**config.mk**
```make
export PLATFORM = sky130hd
export DESIGN_NAME = ifetch_queue
export DESIGN_NICKNAME = d
export VERILOG_FILES = /design/src/rtl/ifetch_queue_pkg.sv /design/src/rtl/ifetch_queue_fifo.sv /design/src/rtl/ifetch_queue.sv
export SDC_FILE = /design/constraint.sdc
export NUM_CORES = 1
export LEC_CHECK = 0
export ABC_AREA = 1
export BUFFER_PORTS_ARGS = -buffer_cell sky130_fd_sc_hd__buf_2
export CORE_ASPECT_RATIO = 1.75
export CORE_MARGIN = 2
export CORE_UTILIZATION = 50
export CTS_BUF_LIST = sky130_fd_sc_hd__clkbuf_2 sky130_fd_sc_hd__clkbuf_4 sky130_fd_sc_hd__clkbuf_8
export CTS_CLUSTER_DIAMETER = 200
export DETAILED_ROUTE_END_ITERATION = 10
export PLACE_DENSITY_LB_ADDON = 0.25
export SLEW_MARGIN = 20
export SYNTH_ARGS = -nofsm -noshare
export SYNTH_HDL_FRONTEND = slang
export SYNTH_HIERARCHICAL = 1
export SYNTH_SLANG_ARGS = --single-unit
```
**constraint.sdc**
```tcl
create_clock -name clk -period 8.4 [get_ports clk]
set_clock_uncertainty 0.1 [all_clocks]
set_input_delay 1.26 -clock clk [delete_from_list [all_inputs] [get_ports clk]]
set_output_delay 1.26 -clock clk [all_outputs]
set_load 0.03 [all_outputs]
```
**src/rtl/ifetch_queue_pkg.sv**
```systemverilog
// Shared fetch-side definitions.
//   XLEN          : address / data width
//   ILEN          : instruction word width
//   fetch_entry_t : one instruction-queue entry {pc, instr}
package ifetch_queue_pkg;

  localparam int XLEN = 32;
  localparam int ILEN = 32;

  typedef struct packed {
    logic [XLEN-1:0] pc;
    logic [ILEN-1:0] instr;
  } fetch_entry_t;

endpackage

```
**src/rtl/ifetch_queue_fifo.sv**
```systemverilog
// ifq_fifo: parameterised synchronous FIFO with a combinational head.
//   clk, rst  : clock, synchronous active-low reset (pointers/count only)
//   push, pop : enqueue din / drop head; both legal in the same cycle
//   clear     : empties the FIFO at the edge (wins over push/pop)
//   din       : data to enqueue
//   head      : current head entry (don't-care when count==0)
//   count     : number of stored entries, 0..DEPTH
// The caller never pushes when full (except alongside a pop) nor pops when empty.
module ifq_fifo #(
  parameter int WIDTH = 32,
  parameter int DEPTH = 4,
  localparam int AW = (DEPTH > 1) ? $clog2(DEPTH) : 1,
  localparam int CW = $clog2(DEPTH) + 1
) (
  input  logic             clk,
  input  logic             rst,
  input  logic             push,
  input  logic             pop,
  input  logic             clear,
  input  logic [WIDTH-1:0] din,
  output logic [WIDTH-1:0] head,
  output logic [CW-1:0]    count
);

  logic [WIDTH-1:0] mem [DEPTH];
  logic [AW-1:0]    rptr;
  logic [AW-1:0]    wptr;

  function automatic logic [AW-1:0] next_ptr(input logic [AW-1:0] p);
    return (p == AW'(DEPTH - 1)) ? '0 : p + AW'(1);
  endfunction

  always_ff @(posedge clk) begin
    if (!rst || clear) begin
      rptr  <= '0;
      wptr  <= '0;
      count <= '0;
    end else begin
      if (push) wptr <= next_ptr(wptr);
      if (pop)  rptr <= next_ptr(rptr);
      case ({push, pop})
        2'b10:   count <= count + CW'(1);
        2'b01:   count <= count - CW'(1);
        default: count <= count;
      endcase
    end
  end

  // Storage is data only; it is never reset.
  always_ff @(posedge clk) begin
    if (push) mem[wptr] <= din;
  end

  assign head = mem[rptr];

endmodule

```
**src/rtl/ifetch_queue.sv**
```systemverilog
// ifetch_queue: issues imem requests at the PC generator's address, collects
// in-order responses into an instruction queue and hands {pc, instr} to decode.
//   clk, rst            : clock, synchronous active-low reset
//   fetch_pc            : current PC from the PC generator
//   pc_reg_en           : advance the PC generator (request accepted)
//   imem_req_*          : request channel (valid/ready/word-aligned addr)
//   imem_rsp_valid/data : in-order responses, always accepted
//   flush               : redirect; empties the queue and drops stale responses
//   deq_*               : decode-side handshake and head entry
// The tag FIFO holds the PC of every live outstanding request, so its count
// is the live outstanding counter. Responses to requests issued before a
// flush are counted in drop_cnt and discarded as they arrive. The memory
// is assumed to hold at most MAX_OUT requests in flight in total.
module ifetch_queue
  import ifetch_queue_pkg::*;
#(
  parameter int DEPTH   = 4,
  parameter int MAX_OUT = 2
) (
  input  logic            clk,
  input  logic            rst,
  input  logic [XLEN-1:0] fetch_pc,
  output logic            pc_reg_en,
  output logic            imem_req_valid,
  input  logic            imem_req_ready,
  output logic [XLEN-1:0] imem_req_addr,
  input  logic            imem_rsp_valid,
  input  logic [ILEN-1:0] imem_rsp_data,
  input  logic            flush,
  output logic            deq_valid,
  input  logic            deq_ready,
  output logic [XLEN-1:0] deq_pc,
  output logic [ILEN-1:0] deq_instr
);

  localparam int QW   = $clog2(DEPTH) + 1;
  localparam int OW   = $clog2(MAX_OUT) + 1;
  localparam int DMAX = (1 << OW) - 1;

  logic [QW-1:0]   q_count;
  logic [OW-1:0]   out_cnt;
  logic [OW-1:0]   drop_cnt;
  logic [XLEN-1:0] tag_head;
  fetch_entry_t    q_head;
  fetch_entry_t    q_din;
  logic            issue;
  logic            rsp_keep;
  logic            rsp_drop;
  logic            deq_fire;

  // Stale responses still owed after a redirect, clamped to the counter range.
  function automatic logic [OW-1:0] drop_after_flush(input logic [OW-1:0] drop,
                                                     input logic [OW-1:0] outs,
                                                     input logic          rsp);
    int s;
    s = int'(drop) + int'(outs) - (rsp ? 1 : 0);
    if (s < 0)    s = 0;
    if (s > DMAX) s = DMAX;
    return OW'(s);
  endfunction

  // Credit check reserves a queue slot per outstanding request, so a
  // response always finds room.
  assign imem_req_valid = rst && !flush && (int'(out_cnt) < MAX_OUT) &&
                          ((int'(q_count) + int'(out_cnt)) < DEPTH);
  assign issue          = imem_req_valid && imem_req_ready;
  assign pc_reg_en      = issue;
  assign imem_req_addr  = {fetch_pc[XLEN-1:2], 2'b00};

  assign rsp_keep = rst && imem_rsp_valid && !flush && (drop_cnt == '0) && (out_cnt != '0);
  assign rsp_drop = rst && imem_rsp_valid && !flush && (drop_cnt != '0);

  assign deq_valid = rst && (q_count != '0) && !flush;
  assign deq_fire  = deq_valid && deq_ready;
  assign deq_pc    = q_head.pc;
  assign deq_instr = q_head.instr;

  assign q_din = '{pc: tag_head, instr: imem_rsp_data};

  ifq_fifo #(.WIDTH(XLEN), .DEPTH(MAX_OUT)) u_tag_fifo (
    .clk   (clk),
    .rst   (rst),
    .push  (issue),
    .pop   (rsp_keep),
    .clear (flush),
    .din   (fetch_pc),
    .head  (tag_head),
    .count (out_cnt)
  );

  ifq_fifo #(.WIDTH($bits(fetch_entry_t)), .DEPTH(DEPTH)) u_inst_q (
    .clk   (clk),
    .rst   (rst),
    .push  (rsp_keep),
    .pop   (deq_fire),
    .clear (flush),
    .din   (q_din),
    .head  (q_head),
    .count (q_count)
  );

  always_ff @(posedge clk) begin
    if (!rst) begin
      drop_cnt <= '0;
    end else if (flush) begin
      drop_cnt <= drop_after_flush(drop_cnt, out_cnt, imem_rsp_valid);
    end else if (rsp_drop) begin
      drop_cnt <= drop_cnt - OW'(1);
    end
  end

  // A response with nothing outstanding and nothing to drop is a memory bug.
  a_rsp_tracked: assert property (@(posedge clk) disable iff (!rst)
    (imem_rsp_valid && !flush) |-> (out_cnt != '0 || drop_cnt != '0));

endmodule

```
Yosys cells after proc, flatten, opt, wreduce, memory -nomap -nowiden
Memories as Yosys holds them, arrays and structs flattened. A register that Yosys moved wholly into a read port is not among the register bits.
Index checks and enable logic that the tools add are counted.
{"block": "classes", "add_sub_neg": 12, "order_cmp": 4, "eq_ne": 6, "muxes": 21, "n_reduce_logical": 22}
{"op": "32-bit 2-to-1 mux", "count": 3}
{"op": "32-bit by 3-bit > comparator with 1-bit output, second input constant", "count": 1}
{"op": "2-bit 2-to-1 mux", "count": 7}
{"op": "1-bit logical AND", "count": 12}
{"op": "2-bit nonzero test", "count": 5}
{"op": "1-bit 2-to-1 mux", "count": 9}
{"op": "2-bit equality test, second input constant", "count": 4}
{"op": "2-bit by 1-bit adder with 2-bit output, second input constant", "count": 3}
{"op": "3-bit one-hot mux with 2 select lines", "count": 1}
{"op": "3-bit by 2-bit adder with 4-bit output", "count": 1}
{"op": "2-bit by 1-bit equality test with 1-bit output, second input constant", "count": 2}
{"op": "4-bit by 1-bit < comparator with 1-bit output, second input constant", "count": 1}
{"op": "4-bit by 3-bit < comparator with 1-bit output, second input constant", "count": 1}
{"op": "2-bit one-hot mux with 2 select lines", "count": 1}
{"op": "2-bit by 1-bit subtractor with 2-bit output, second input constant", "count": 2}
{"op": "3-bit by 1-bit subtractor with 4-bit output", "count": 1}
{"op": "2-bit by 2-bit adder with 3-bit output", "count": 1}
{"op": "3-bit by 1-bit adder with 3-bit output, second input constant", "count": 1}
{"op": "3-bit nonzero test", "count": 1}
{"op": "3-bit by 1-bit subtractor with 3-bit output, second input constant", "count": 1}
{"op": "1-bit adder, second input constant", "count": 2}
{"op": "1-bit logical NOT", "count": 2}
{"op": "2-bit logical NOT", "count": 1}
{"op": "2-bit < comparator, second input constant", "count": 1}
{"op": "1-bit logical OR", "count": 1}
{"block": "word_totals", "reg_bits": 13, "mem_bits_rw": 320, "in_bits": 70, "output_inout_bits": 99, "memories": 2}
{"memory": "u_inst_q.mem", "words": 4, "width": 64, "rd": 1, "rd_ports_with_merged_regs": 1, "write_ports": 1, "line": "ifetch_queue_fifo.sv:25", "source": "logic [WIDTH-1:0] mem [DEPTH];"}
{"memory": "u_tag_fifo.mem", "words": 2, "width": 32, "rd": 1, "rd_ports_with_merged_regs": 1, "write_ports": 1, "line": "ifetch_queue_fifo.sv:25"}

Logic depth before layout (Yosys ltp)
{"block": "depth", "word_depth": 9, "ltp_mapped": 12}

Hierarchy
Netlist, hierarchy kept.
{"module": "ifq_fifo (u_inst_q)", "n_inst": 1, "cells_each": 679, "area_per_inst_um2": 9958.3, "seq_area_each_um2": 7867.5}
{"module": "ifq_fifo (u_tag_fifo)", "n_inst": 1, "cells_each": 133, "area_per_inst_um2": 2690.1, "seq_area_each_um2": 2021.9}
{"module": "ifetch_queue", "n_inst": 1, "cells_each": 92, "area_per_inst_um2": 611.8, "seq_area_each_um2": 40.0}

Worst setup path before layout
No wires, ideal clock.
{"block": "synth_path", "path_type": "input port to flip-flop", "from": "input flush", "to": "memory u_tag_fifo.mem[0][0] (enable)", "t_arrival_ns": 3.730, "slack_ns": 4.148, "path_stages": 6, "cell_sequence": "inv_2 nand2_2 nor3_2 and2_1 inv_1 nor2_1"}
{"block": "synth_between", "elab_chain_len": 7}
{"element": "start: declaration", "line": "ifetch_queue.sv:29", "source": "input logic flush,"}
{"element": "1-bit logical NOT", "line": "ifetch_queue.sv:64", "source": "assign imem_req_valid = rst && !flush && (int'(out_cnt) < MAX_OUT) &&"}
{"element": "1-bit logical AND (3 in series)", "line": "ifetch_queue.sv:64"}
{"element": "named net imem_req_valid", "line": "ifetch_queue.sv:24", "source": "output logic imem_req_valid,"}
{"element": "1-bit logical AND", "line": "ifetch_queue.sv:66", "source": "assign issue = imem_req_valid && imem_req_ready;"}
{"element": "named net pc_reg_en", "line": "ifetch_queue.sv:23", "source": "output logic pc_reg_en,"}
{"element": "1-bit 2-to-1 mux", "line": "ifetch_queue_fifo.sv:51", "source": "if (push) mem[wptr] <= din;"}
{"element": "1-bit 2-to-1 mux (implied by the code)", "line": "ifetch_queue_fifo.sv:51"}
{"element": "end: declaration", "line": "ifetch_queue_fifo.sv:25"}
The timed path passes the listed nets, and every way through them passes these cells.

==> metrics.md <==
| Metric | Value |
|---|---|
| Post-synthesis compound-gate area fraction | `8.33%` |
| Largest net degree at the start of global routing | `104` |
| Worst min-delay path category | `reg -> reg` |
| Number of fill cells in the layout | `2081` |
| Root Buffer | `clkbuf_8` |
| Fmax | `232 MHz` |
| Final Critical Period | `4.30 ns` |
| Sequential area share after synthesis | `74.9%` |
| Commonest non-fill, non-tap cells in the layout | `edfxtp_1 (320), buf_2 (166), nor2_1 (151), o21ai_0 (76), o22ai_1 (64)` |
| Area occupied by multi-input gates | `2600 sq um` |
| #FFs+latches synth | `336` |
| Sw Share | `20.2%` |
| Yosys cell types | `34` |
| Number of gates resized after cts | `0` |
| Die outline width | `127 microns` |
| Hpwl dp | `14800 microns` |
| Total core area | `26000 sq um` |
| Power share of the clock group | `39.7%` |
| Final hold viol count | `0` |
| Final setup TNS | `0 ns` |
| Critical Path Fanout Max | `78` |
| Vias in the first global route | `7679` |
| Critical path class | `reg -> out` |
| Final Power | `3.20 mW` |
| Area Growth Syn to Fin | `12.7%` |
| Post-synthesis mux area share | `3.57%` |
| Worst skew pair latency | `0.56 ns` |
| ANT nets after route | `0` |
| Fin crit share | `51.2%` |
| Avg Cell Area, Syn | `14.7 sq um` |
| CP max stage cell | `buf_4` |
| Global route overflow | `0` |
| Post-Synth XOR/XNOR Area | `0.132%` |
| Mapped Area | `13300 sq um` |
| Standard-cell rows | `78` |
| Initial Util | `51.1%` |
| Register area | `9940 sq um` |
| Worst EP arrival | `2.94 ns` |
| Setup bufs post-CTS | `0` |
| Vias/cell | `5.35` |
| LEAKAGE | `5.38 nW` |
| Outcome | `complete, no violations` |
| CP endpoint kind | `primary output` |
| Initial antenna violation count | `1` |
| Flop pwr share | `57.4%` |
| PwrDens | `214 nW/um^2` |
| Vias | `7536` |
| Mean routed wirelength per cell | `18.2 microns` |
| TritonCTS Buffers | `46` |
| Mapped Cells | `904` |
| Worst Setup Start Kind | `flop` |
| First-pass GRT wire length | `39600 microns` |
| Chip height | `219 microns` |
| Io pins | `169` |
| Combinational family with the most area after synthesis | `compound AO/OA/AOI/OAI gates` |
| Rel. slew slack | `30.0%` |
| DRC errors left | `0` |
| Final nets | `1136` |
| Commonest non-fill, non-tap cell in the layout | `edfxtp_1` |
| Routability-driven placement congestion ratio | `0.743` |
| Clk slew on worst S/H paths | `0.06 ns` |
| Die area | `27900 sq um` |
| Tot GR Track Use | `18.5%` |
| Unrepaired setup endpoints after global routing | `no` |
| Combinational fraction of design power | `2.9%` |
| CTS sink cnt | `336` |
| Worst path cell trace | `inv_4 > buf_4 > o21ai_0 > o22ai_1 > buf_2` |
| Simple-Gate Fraction of Synth Area | `5.95%` |
| NetSw | `646 uW` |
| Fraction of layout instances using a drive strength above 1 | `27.0%` |
| Clock buffer depth | `3` |
| Final design utilization | `57.6%` |
| Int Power | `2.56 mW` |
| Port Buffer Count | `166` |
| MaxCap Viol Count | `0` |
| Final Max Tran Viols | `0` |
| CTS tree | `yes` |
| CP peak stage delay | `0.77 ns` |
| Peak supply drop | `110 uV` |
| Worst Path Required | `7.04 ns` |
| # hold bufs at CTS | `0` |
| Slew @ Worst Pin | `1.05 ns` |
| Yosys warnings | `6` |
| Adder-Cell Fraction of Synth Area | `1.53%` |
| Routed WL | `25700 microns` |
| H-tree levels | `2` |
| Setup Viol. Count Final | `0` |
| DRT Pass-1 Iters | `5` |
| DRT iter0 DRCs | `578` |
==> cell usage after synthesis, drive strengths merged <==
library cell	count	share of area, %
xnor2	1	0.066
o22ai	64	3.0
clkbuf	17	0.51
edfxtp	320	72
mux2	32	3.6
o21ai	132	5.0
o21bai	1	0.14
and2	1	0.047
inv	35	1.0
buf	60	4.0
nor2	152	4.3
clkinv	3	0.085
nor3b	1	0.057
xor2	1	0.066
or2	1	0.047
nand4	2	0.094
ha	13	1.2
conb	1	0.028
nand3	5	0.19
fa	2	0.30
dfxtp	16	2.4
nor3	4	0.19
a21oi	5	0.19
nand2	35	1.0
==> worst paths after layout <==
kind         cells after the start                             start  slack [ns]                         endpoint
min                              2     u_inst_q/rptr[1]$_SDFFE_PP0P_        0.39                             flop
min reg2reg                      2     u_inst_q/rptr[1]$_SDFFE_PP0P_        0.39                             flop
max                              5                              flop        4.10                       deq_pc[31]
max reg2reg                      7  u_tag_fifo/count[1]$_SDFFE_PP0P_        5.76  u_tag_fifo/mem[0][12]$_DFFE_PP_
==> cell type report <==
class	instances	area share, %
well taps	320	2.68
repair buffers	175	6.01
diodes	1	0.0167
clock buffers	57	4.79
inverters	38	1.02
clock inverters	28	1.56
multi-input cells	454	17.4
flip-flops and latches	336	66.5
==> power groups by stage <==
stage	logic [mW]	clock network (mW)	registers (mW)
after floorplan	0.0606	0	1.87
after global placement	0.0920	0	1.87
after detailed placement	0.0947	0	1.87
after CTS	0.0950	1.31	1.84
after global routing	0.103	1.38	1.84
final	0.0928	1.27	1.84
==> worst max-delay path, delay by kind of cell, from the launching register on <==
family,cells,cell delay (ns)
DFF,1,0.43
AOI/OAI and AO/OA,2,0.47
buffers and inverters,3,1.46
==> stage by stage <==
step	std cells	worst slack [ns]	cell area (sq um)	hold WS [ns]
after floorplan	905	4.15	13300	0.357
after global placement	1323	4.65	14000	0.373
after detailed placement	1323	4.66	14000	0.378
after CTS	1408	4.05	14900	0.395
after global routing	1409	3.90	14900	0.433
final	1409	4.10	14900	0.393
==> logic make-up (layout without fill, tap and decap cells) <==
group | Yosys count | count (layout)
flops | 336 | 336
compound gates | 202 | 202
simple gates | 201 | 201
buf+inv | 115 | 298
mux | 32 | 32
fa+ha+maj | 15 | 15
xor+xnor | 2 | 2
other cells | 1 | 3
==> registers in the layout, summed over array words and instances, names as in the netlist, 2 cells and up, named ones only <==
name,flops
u_inst_q/wptr,2
u_tag_fifo/count,2
u_tag_fifo/mem,64
u_inst_q/rptr,2
drop_cnt,2
u_inst_q/count,3
u_inst_q/mem,256
==> layer usage <==
metal  up-vias  share of wire [%]  track usage [%]
met4         0                3.8             8.94
li1       3585                  -                -
met3        59                5.1             3.71
met2       228                 53             33.4
met5         -                  0                0
met1      3664                 38             20.7
(Power assumes the default switching activity.)
